[src/rtl/product_accumulator.sv]
`default_nettype none
// ============================================================================
// Module   : product_accumulator
// Brief    : Sums a run of signed multiplier products into a saturating
//            accumulator with valid/ready handshakes on input and output.
// Revision : 1.0 - initial release
// ============================================================================
module product_accumulator #(
    parameter int WIDTH = 32,
    parameter int ACC_W = 80,
    parameter int CNT_W = 8
) (
    input  logic                 clk,
    input  logic                 rst_n,
    input  logic                 start,
    input  logic [CNT_W-1:0]     len,
    input  logic                 in_valid,
    output logic                 in_ready,
    input  logic [2*WIDTH-1:0]   in_product,
    output logic                 out_valid,
    input  logic                 out_ready,
    output logic [ACC_W-1:0]     out_acc,
    output logic                 out_ovf,
    output logic                 busy
);

    typedef enum logic [1:0] {
        S_IDLE  = 2'd0,
        S_ACCUM = 2'd1,
        S_DONE  = 2'd2
    } state_t;

    state_t             r_state;
    state_t             w_state_nxt;
    logic [CNT_W-1:0]   r_len;
    logic [CNT_W-1:0]   r_cnt;
    logic [ACC_W-1:0]   r_acc;
    logic               r_ovf;

    logic               w_beat;
    logic               w_last;
    logic [CNT_W-1:0]   w_cnt_inc;
    logic [ACC_W:0]     w_prod_ext;
    logic [ACC_W:0]     w_sum;
    logic               w_sat;
    logic [ACC_W-1:0]   w_acc_nxt;

    assign w_beat    = (r_state == S_ACCUM) && in_valid;
    assign w_cnt_inc = r_cnt + 1'b1;
    assign w_last    = (w_cnt_inc == r_len);

    // One guard bit above the accumulator: overflow shows as the top two bits disagreeing
    assign w_prod_ext = {{(ACC_W + 1 - 2*WIDTH){in_product[2*WIDTH-1]}}, in_product};
    assign w_sum      = {r_acc[ACC_W-1], r_acc} + w_prod_ext;
    assign w_sat      = w_sum[ACC_W] ^ w_sum[ACC_W-1];

    always_comb begin
        w_acc_nxt = w_sum[ACC_W-1:0];
        if (w_sat) begin
            w_acc_nxt = w_sum[ACC_W] ? {1'b1, {(ACC_W-1){1'b0}}}
                                     : {1'b0, {(ACC_W-1){1'b1}}};
        end
    end

    always_comb begin
        w_state_nxt = r_state;
        case (r_state)
            S_IDLE: begin
                if (start) begin
                    w_state_nxt = (len == '0) ? S_DONE : S_ACCUM;
                end
            end
            S_ACCUM: begin
                if (w_beat && w_last) begin
                    w_state_nxt = S_DONE;
                end
            end
            S_DONE: begin
                if (out_ready) begin
                    w_state_nxt = S_IDLE;
                end
            end
            default: w_state_nxt = S_IDLE;
        endcase
    end

    always_ff @(posedge clk) begin
        if (!rst_n) begin
            r_state <= S_IDLE;
        end else begin
            r_state <= w_state_nxt;
        end
    end

    always_ff @(posedge clk) begin
        if (!rst_n) begin
            r_len <= '0;
            r_cnt <= '0;
            r_acc <= '0;
            r_ovf <= 1'b0;
        end else if ((r_state == S_IDLE) && start) begin
            r_len <= len;
            r_cnt <= '0;
            r_acc <= '0;
            r_ovf <= 1'b0;
        end else if (w_beat) begin
            r_cnt <= w_cnt_inc;
            r_acc <= w_acc_nxt;
            if (w_sat) begin
                r_ovf <= 1'b1;
            end
        end
    end

    assign in_ready  = (r_state == S_ACCUM);
    assign out_valid = (r_state == S_DONE);
    assign busy      = (r_state != S_IDLE);
    assign out_acc   = r_acc;
    assign out_ovf   = r_ovf;

endmodule
`default_nettype wire

[config.mk]
export PLATFORM = sky130hd
export DESIGN_NAME = product_accumulator
export DESIGN_NICKNAME = d
export VERILOG_FILES = /design/src/rtl/product_accumulator.sv
export SDC_FILE = /design/constraint.sdc
export NUM_CORES = 1
export LEC_CHECK = 0
export CAP_MARGIN = 20
export CELL_PAD_IN_SITES_DETAIL_PLACEMENT = 1
export CELL_PAD_IN_SITES_GLOBAL_PLACEMENT = 1
export CORE_UTILIZATION = 40
export DETAILED_ROUTE_END_ITERATION = 10
export GPL_TIMING_DRIVEN = 0
export PLACE_DENSITY = 0.9
export RECOVER_POWER = 50
export SLEW_MARGIN = 20
export SYNTH_ARGS = -nofsm -noshare
export SYNTH_HDL_FRONTEND = slang
export SYNTH_SLANG_ARGS = --single-unit
export TNS_END_PERCENT = 10
[constraint.sdc]
create_clock -name clk -period 10.3 [get_ports clk]
set_input_delay 1.545 -clock clk [delete_from_list [all_inputs] [get_ports clk]]
set_output_delay 1.545 -clock clk [all_outputs]
set_load 0.05 [all_outputs]
==> results of run 1 <==
area by class of cell:
| cell class | instances | area, sq um | share of cell area, % |
|---|---|---|---|
| buffer | 71 | 293 | 2.60 |
| clock buffer | 9 | 225 | 2.00 |
| clock inverter | 7 | 75.1 | 0.666 |
| inverter | 32 | 120 | 1.06 |
| multi-input combinational | 1062 | 6630 | 58.8 |
| sequential | 99 | 1980 | 17.6 |
| tap | 280 | 350 | 3.11 |
| timing repair buffer | 160 | 1600 | 14.2 |
registers in the layout, indices dropped and copies added, names as in the netlist:
register	count
r_state	2
r_cnt	8
out_acc	80
r_len	8
out_ovf	1
power groups by stage:
| stage | Sequential [W] | Clock [W] | Combinational, W |
|---|---|---|---|
| 2_1_floorplan | 0.000471 | 0 | 0.000264 |
| 3_3_place_gp | 0.000424 | 0 | 0.000447 |
| 3_5_place_dp | 0.000425 | 0 | 0.000462 |
| 4_1_cts | 0.000416 | 0.000380 | 0.000467 |
| 5_1_grt | 0.000418 | 0.000391 | 0.000508 |
| 6_report | 0.000416 | 0.000375 | 0.000466 |
worst max path at each step:
stage	from	to	cells past startpoint
after detailed placement	in_product[0]	out_acc[50]	15
after global routing	in_product[0]	out_acc[50]	15
final	in_product[0]	out_acc[50]	15
after floorplan	in_product[0]	out_acc[58]	14
after global placement	in_product[63]	out_acc[50]	14
after CTS	in_product[0]	out_acc[50]	15
layout by cell type (no fill, tap or decap), types with 5 or more instances in the layout:
| master | instances |
|---|---|
| a31oi_1 | 6 |
| or2_2 | 5 |
| nand2_1 | 175 |
| and2_1 | 6 |
| buf_2 | 15 |
| nor2b_1 | 8 |
| clkbuf_16 | 9 |
| nor3_1 | 15 |
| inv_1 | 32 |
| nand4_1 | 33 |
| o21a_1 | 8 |
| a21o_1 | 25 |
| o21ai_1 | 8 |
| xnor2_1 | 58 |
| o211ai_1 | 13 |
| and3_1 | 11 |
| o21bai_1 | 17 |
| o2111ai_1 | 5 |
| nor4_1 | 7 |
| dfxtp_1 | 99 |
| o21ai_0 | 137 |
| clkdlybuf4s50_1 | 82 |
| nand2b_1 | 10 |
| a21boi_0 | 11 |
| xor2_1 | 30 |
| o31a_1 | 5 |
| a211oi_1 | 10 |
| nor2_1 | 79 |
| nand3_1 | 19 |
| or3_1 | 5 |
| ha_1 | 81 |
| a21oi_1 | 204 |
| dlygate4sd3_1 | 78 |
| clkbuf_1 | 55 |
worst max-delay path, cell delays in order:
cell and delay, ps:
clkdlybuf4s50_1 530, ha_1 230, inv_1 70, fa_1 370, nand2b_1 210, a21oi_1 320, o21ai_1 180, a211oi_1 500
o2111ai_1 320, a211oi_2 390, o31ai_2 200, o21ai_2 310, buf_2 450, o21ai_0 240, a21oi_1 200
stage by stage:
| step | utilization, % | cell area, sq um |
|---|---|---|
| 2_1_floorplan | - | 9030 |
| 3_3_place_gp | 50.0 | 11000 |
| 3_5_place_dp | 50.0 | 11000 |
| 4_1_cts | 51.4 | 11300 |
| 5_1_grt | 51.4 | 11300 |
| 6_report | 51.4 | 11300 |
metal layers:
metal | track usage [%] | part of all wire (%) | vias up
met5 | 0 | 0 | -
met4 | 11.3 | 3.3 | 0
met3 | 5.32 | 6.0 | 78
met2 | 48.6 | 47 | 374
met1 | 36.2 | 44 | 4953
li1 | - | - | 4921
cell families (layout without fill, tap and decap cells):
family / Yosys count / in the layout / synth area share (%)
muxes: 3 / 3 / 0.333
buffers and inverters: 103 / 279 / 4.57
xor gates and xnor gates: 88 / 88 / 8.54
AOI/OAI and AO/OA: 489 / 489 / 32.1
adders and majority gates: 86 / 86 / 11.9
and+or+nand+nor: 396 / 396 / 20.6
DFF: 99 / 99 / 22.0
==> results.yml, run 1 <==
critical_path:
  crit_required_ps: 10590
  cp_max_fo: 10
  r2r_setup_slack_ps: 5770
  startpoint_type: "primary input"
  r2r_end: "out_acc[50]"
  cp.arrival_ps: 6100
  crit_path_end_kind: "flip-flop"
  r2r_cells: 14
  crit_type: "in2reg"
  timing.rr.start: "out_acc[0]"
sta:
  finalCriticalPeriod_ps: 5810
  finalSetupTns_ps: 0
  rsz0062_at_grt: "false"
  fin_crit_sh_pct: 56.4
  fmax_mhz: 172
  setup_violations: 0
  setup_ws_ps: 4490
  worst_pin_slew_ps: 833
  whs_ps: 481
  finalHoldViolCount: 0
  max_slew_margin_pct: 44.3
  drv_slew: 0
  fin_worst_skew_ps: 8.98
power_and_ir_drop:
  ir_worst_vdd_v: 0.0000785
  power.density_nw_per_um2: 111
  design_power_total_w: 0.00126
  leakage_nw: 4.83
  pwr-share-comb_pct: 37.1
  p_switching_w: 0.000499
  clockPowerShare_pct: 29.9
  internal_power_w: 0.000758
  swShare_pct: 39.7
  p_seq_share_pct: 33.1
cells_and_area:
  nets: 1594
  fillers: 2816
  antenna_cells: 0
  syn2layout_area_growth_pct: 24.9
  final_cells: 1720
  drive_above_1_share_pct: 4.10
yosys:
  synthCells: 1264
  synth_top_area_share_pct: 22.0
  synth_commonest_cells: "a21oi_1, nand2_1, o21ai_0"
  synth_cell_type_count: 73
  synth_top_area_cell: "dfxtp_1"
  ys.flop_type: "dfxtp_1"
  synth-seq-area-share_pct: 22.0
  syn_area_per_cell_sq_um: 7.14
  syn_nets: 1423
  synth_area_leaders: "dfxtp_1, a21oi_1, ha_1"
  synth_warnings: 0
  async_flop_share_pct: 0
  synth_most_common_cell: "a21oi_1"
  syn_area_sq_um: 9030
  synth_edf_count: 0
  ys_ff_latch: 99
place:
  finalWeightedCongestion: 0.958
  dp_hpwl_um: 26500
  dp.cells: 1704
  pre_cts_ws_ps: 4280
  io_buffers: 160
clocking:
  post_cts_buffers: 0
  path_clk_slew_ps: 80
  clk-insertion-delay-late_ps: 370
  cts_resized: 0
  cts_hold_buf: 0
  cts_root_buf: "clkbuf_16"
  clk_path_buf_depth: 2
  cts_tree: "built"
  cts_inserted_buffers: 9
  htree_num_levels: 3
  clock_sinks: 99
die:
  initial_core_util_pct: 41.1
  io_pins: 161
  die_h_um: 152
  die_x_um: 152
  rows: 54
  dieArea_sq_um: 23200
  core_sq_um: 22000
drt:
  routed_wl_um: 33600
  via_count: 10326
  viasPerCell: 6.00
  dr.pass1.iters: 8
  ant_nets: 0
  first_iter_violations: 549
  wire_per_inst_um: 19.6
  drc_errors: 8
global_route:
  grt_pass1_wl_um: 54700
  grt.overflow.total: 0
  grt_pass1_vias: 10562
  grt_max_degree: 18
  track_usage_pct: 28.8
  antenna_found_initial: 0
hold_path:
  hold_path_class: "reg2reg"
  holdPathEnd: "r_len[0]"
  holdPathStages: 2
  hp-start: "r_len[0]"
job:
  cap_violations: 0
status:
  violations: "design-rule violations"
  outcome: "complete, but fails checks"
No activity file was read; power rests on OpenSTA's default activity.
==> run 2, diff against run 1 <==
--- a/config.mk
+++ b/config.mk
@@ -8,10 +8,10 @@
 export CAP_MARGIN = 20
 export CELL_PAD_IN_SITES_DETAIL_PLACEMENT = 1
 export CELL_PAD_IN_SITES_GLOBAL_PLACEMENT = 1
-export CORE_UTILIZATION = 40
+export CORE_UTILIZATION = 35
 export DETAILED_ROUTE_END_ITERATION = 10
 export GPL_TIMING_DRIVEN = 0
-export PLACE_DENSITY = 0.9
+export PLACE_DENSITY = 0.84
 export RECOVER_POWER = 50
 export SLEW_MARGIN = 20
 export SYNTH_ARGS = -nofsm -noshare
==> constraint.sdc (replaced) <==
create_clock -name clk -period 5 [get_ports clk]
set_input_delay 0.75 -clock clk [delete_from_list [all_inputs] [get_ports clk]]
set_output_delay 0.75 -clock clk [all_outputs]
set_load 0.05 [all_outputs]
==> run 2 against run 1 <==
Effect of this change:
- the flow now finishes without violations
- core utilization is 6.4 points lower
- clock power is 93% higher
- combinational power is 100% higher
- via count is 2.6% lower
- sequential cell count stayed put
- register-to-register slack worse by 4900 ps
- worst setup slack worse by 4100 ps
- sequential share of layout area is 0.11 points lower
- power is 100% higher
==> results.yml, run 2 (synthesized netlist as in run 1, its figures left out) <==
status:
  outcome: "complete, no violations"
clocking:
  htree_num_levels: 3
  clk_path_buf_depth: 2
  cts_tree: "built"
  clk-insertion-delay-late_ps: 370
  cts_hold_buf: 0
  cts_root_buf: "clkbuf_16"
  clock_sinks: 99
  cts_inserted_buffers: 9
  path_clk_slew_ps: 70
  post_cts_buffers: 0
  cts_resized: 0
power_and_ir_drop:
  ir_worst_vdd_v: 0.000133
  p_seq_share_pct: 33.8
  clockPowerShare_pct: 28.6
  pwr-share-comb_pct: 37.7
  swShare_pct: 38.9
  leakage_nw: 4.84
  power.density_nw_per_um2: 223
  p_switching_w: 0.000988
  internal_power_w: 0.00155
cells_and_area:
  nets: 1594
  antenna_cells: 0
  fillers: 3213
  fin_area_sq_um: 11400
  layout_common_cells: "a21oi_1, nand2_1, o21ai_0"
  layout_commonest_cell: "a21oi_1"
  seq_area_sq_um: 1980
  largest_reg_flops: 80
  drive_above_1_share_pct: 4.24
  multi_input_area_sq_um: 6650
  syn2layout_area_growth_pct: 25.8
global_route:
  grt.overflow.total: 0
  antenna_found_initial: 0
  use_met2_pct: 41.4
  grt_pass1_vias: 10225
  gr-usage-met1_pct: 31.6
  gr-max-usage-layer: "met2"
  track_usage_pct: 24.4
  grt_pass1_wl_um: 51700
  grt_max_degree: 18
  use_met3_pct: 3.13
die:
  rows: 58
  dieArea_sq_um: 26400
  io_pins: 161
  die_h_um: 163
  initial_core_util_pct: 35.7
  core_sq_um: 25300
  die_x_um: 163
drt:
  viasPerCell: 5.68
  drc_errors: 0
  routed_wl_um: 32800
  dr.pass1.iters: 5
  via_count: 10061
  first_iter_violations: 515
  ant_nets: 0
  wire_per_inst_um: 18.5
sta:
  fin_worst_skew_ps: 9.23
  finalCriticalPeriod_ps: 4620
  max_slew_margin_pct: 40.5
  finalHoldViolCount: 0
  fin_crit_sh_pct: 92.5
  fmax_mhz: 216
  rsz0062_at_grt: "false"
  drv_slew: 0
  worst_pin_slew_ps: 890
  setup_violations: 0
  whs_ps: 484
place:
  placed_cell_area_sq_um: 11000
  dp_hpwl_um: 26200
  io_buffers: 160
  finalWeightedCongestion: 0.914
critical_path:
  startpoint_type: "primary input"
  cp_max_fo: 10
  crit_required_ps: 5250
  crit_path_end_kind: "flip-flop"
  cp.arrival_ps: 4870
  crit_type: "in2reg"
job:
  cap_violations: 0
hold_path:
  hold_path_class: "reg2reg"
-- run 2: cell type report --
type                       count  share of cell area, %
clock inverter                 3                  0.187
clock buffer                  13                   2.38
buffer                        71                   2.62
multi-input combinational   1062                   58.5
inverter                      32                   1.06
sequential                    99                   17.5
timing repair buffer         160                   14.1
tap                          330                   3.64
-- run 2: path summary, 6_finish.rpt --
| check | from | to | slack (ps) | depth (start not counted) |
|---|---|---|---|---|
| setup / recovery | in_product[49] | out_acc[8] | 380 | 14 |
| hold reg to reg | r_len[2] | r_len[2] | 480 | 2 |
| hold / removal | r_len[2] | r_len[2] | 480 | 2 |
| setup reg to reg | out_acc[49] | out_acc[8] | 850 | 13 |
-- run 2: per-layer routing --
| metal | routed length (um) | up-vias | part of all wire, % |
|---|---|---|---|
| met5 | 0 | - | 0 |
| met4 | 736 | 0 | 2.2 |
| met3 | 1610 | 48 | 4.9 |
| met2 | 15400 | 249 | 47 |
| met1 | 15100 | 4850 | 46 |
| li1 | - | 4914 | - |
-- run 2: power by group through the flow --
stage | Combinational (W) | Sequential [W] | Clock [W]
5_1_grt | 0.00104 | 0.000861 | 0.000766
2_1_floorplan | 0.000543 | 0.000969 | 0
6_report | 0.000955 | 0.000856 | 0.000725
3_5_place_dp | 0.000951 | 0.000876 | 0
4_1_cts | 0.000959 | 0.000858 | 0.000736
3_3_place_gp | 0.000926 | 0.000874 | 0
-- run 2: stage by stage --
step / std cells / power (W) / worst slack (ps) / util, % / TNS, ps
finish: 1770 / 0.00254 / 376 / 45.0 / 0
global route: 1770 / 0.00267 / 45.2 / 45.0 / 0
CTS: 1770 / 0.00255 / 80.3 / 44.9 / 0
detailed placement: 1754 / 0.00183 / -290 / 43.7 / -15650
global placement: 1754 / 0.00180 / -144 / 43.7 / -2630
floorplan: 1264 / 0.00151 / 1460 / - / 0
-- run 2: worst max-delay path, stage by stage --
cell,delay (ps)
clkdlybuf4s50_1,440
ha_1,310
clkbuf_1,240
a21oi_1,230
o21ai_1,100
a21oi_1,180
or3b_1,410
nor4b_2,320
a211oi_2,140
o31ai_2,710
nor3_2,200
nor2_4,390
buf_2,320
a21oi_1,110
==> run 3, diff against run 2 <==
--- a/config.mk
+++ b/config.mk
@@ -8,10 +8,10 @@
 export CAP_MARGIN = 20
 export CELL_PAD_IN_SITES_DETAIL_PLACEMENT = 1
 export CELL_PAD_IN_SITES_GLOBAL_PLACEMENT = 1
-export CORE_UTILIZATION = 35
+export CORE_UTILIZATION = 40
 export DETAILED_ROUTE_END_ITERATION = 10
 export GPL_TIMING_DRIVEN = 0
-export PLACE_DENSITY = 0.84
+export PLACE_DENSITY = 0.9
 export RECOVER_POWER = 50
 export SLEW_MARGIN = 20
 export SYNTH_ARGS = -nofsm -noshare
==> constraint.sdc (replaced) <==
create_clock -name clk -period 5.9 [get_ports clk]
set_input_delay 0.885 -clock clk [delete_from_list [all_inputs] [get_ports clk]]
set_output_delay 0.885 -clock clk [all_outputs]
set_load 0.05 [all_outputs]
==> results of run 3 <==
Same layout as run 1 (identical final DEF). Status: complete, but fails checks: design-rule violations.
Main changes from that run: setup slack after placement 4280 ps -> 540 ps; setup slack after layout 4490 ps -> 755 ps; register-to-register setup slack 5770 ps -> 1370 ps; total power 0.00126 W -> 0.00220 W; worst IR drop on VDD 0.0000785 V -> 0.000137 V
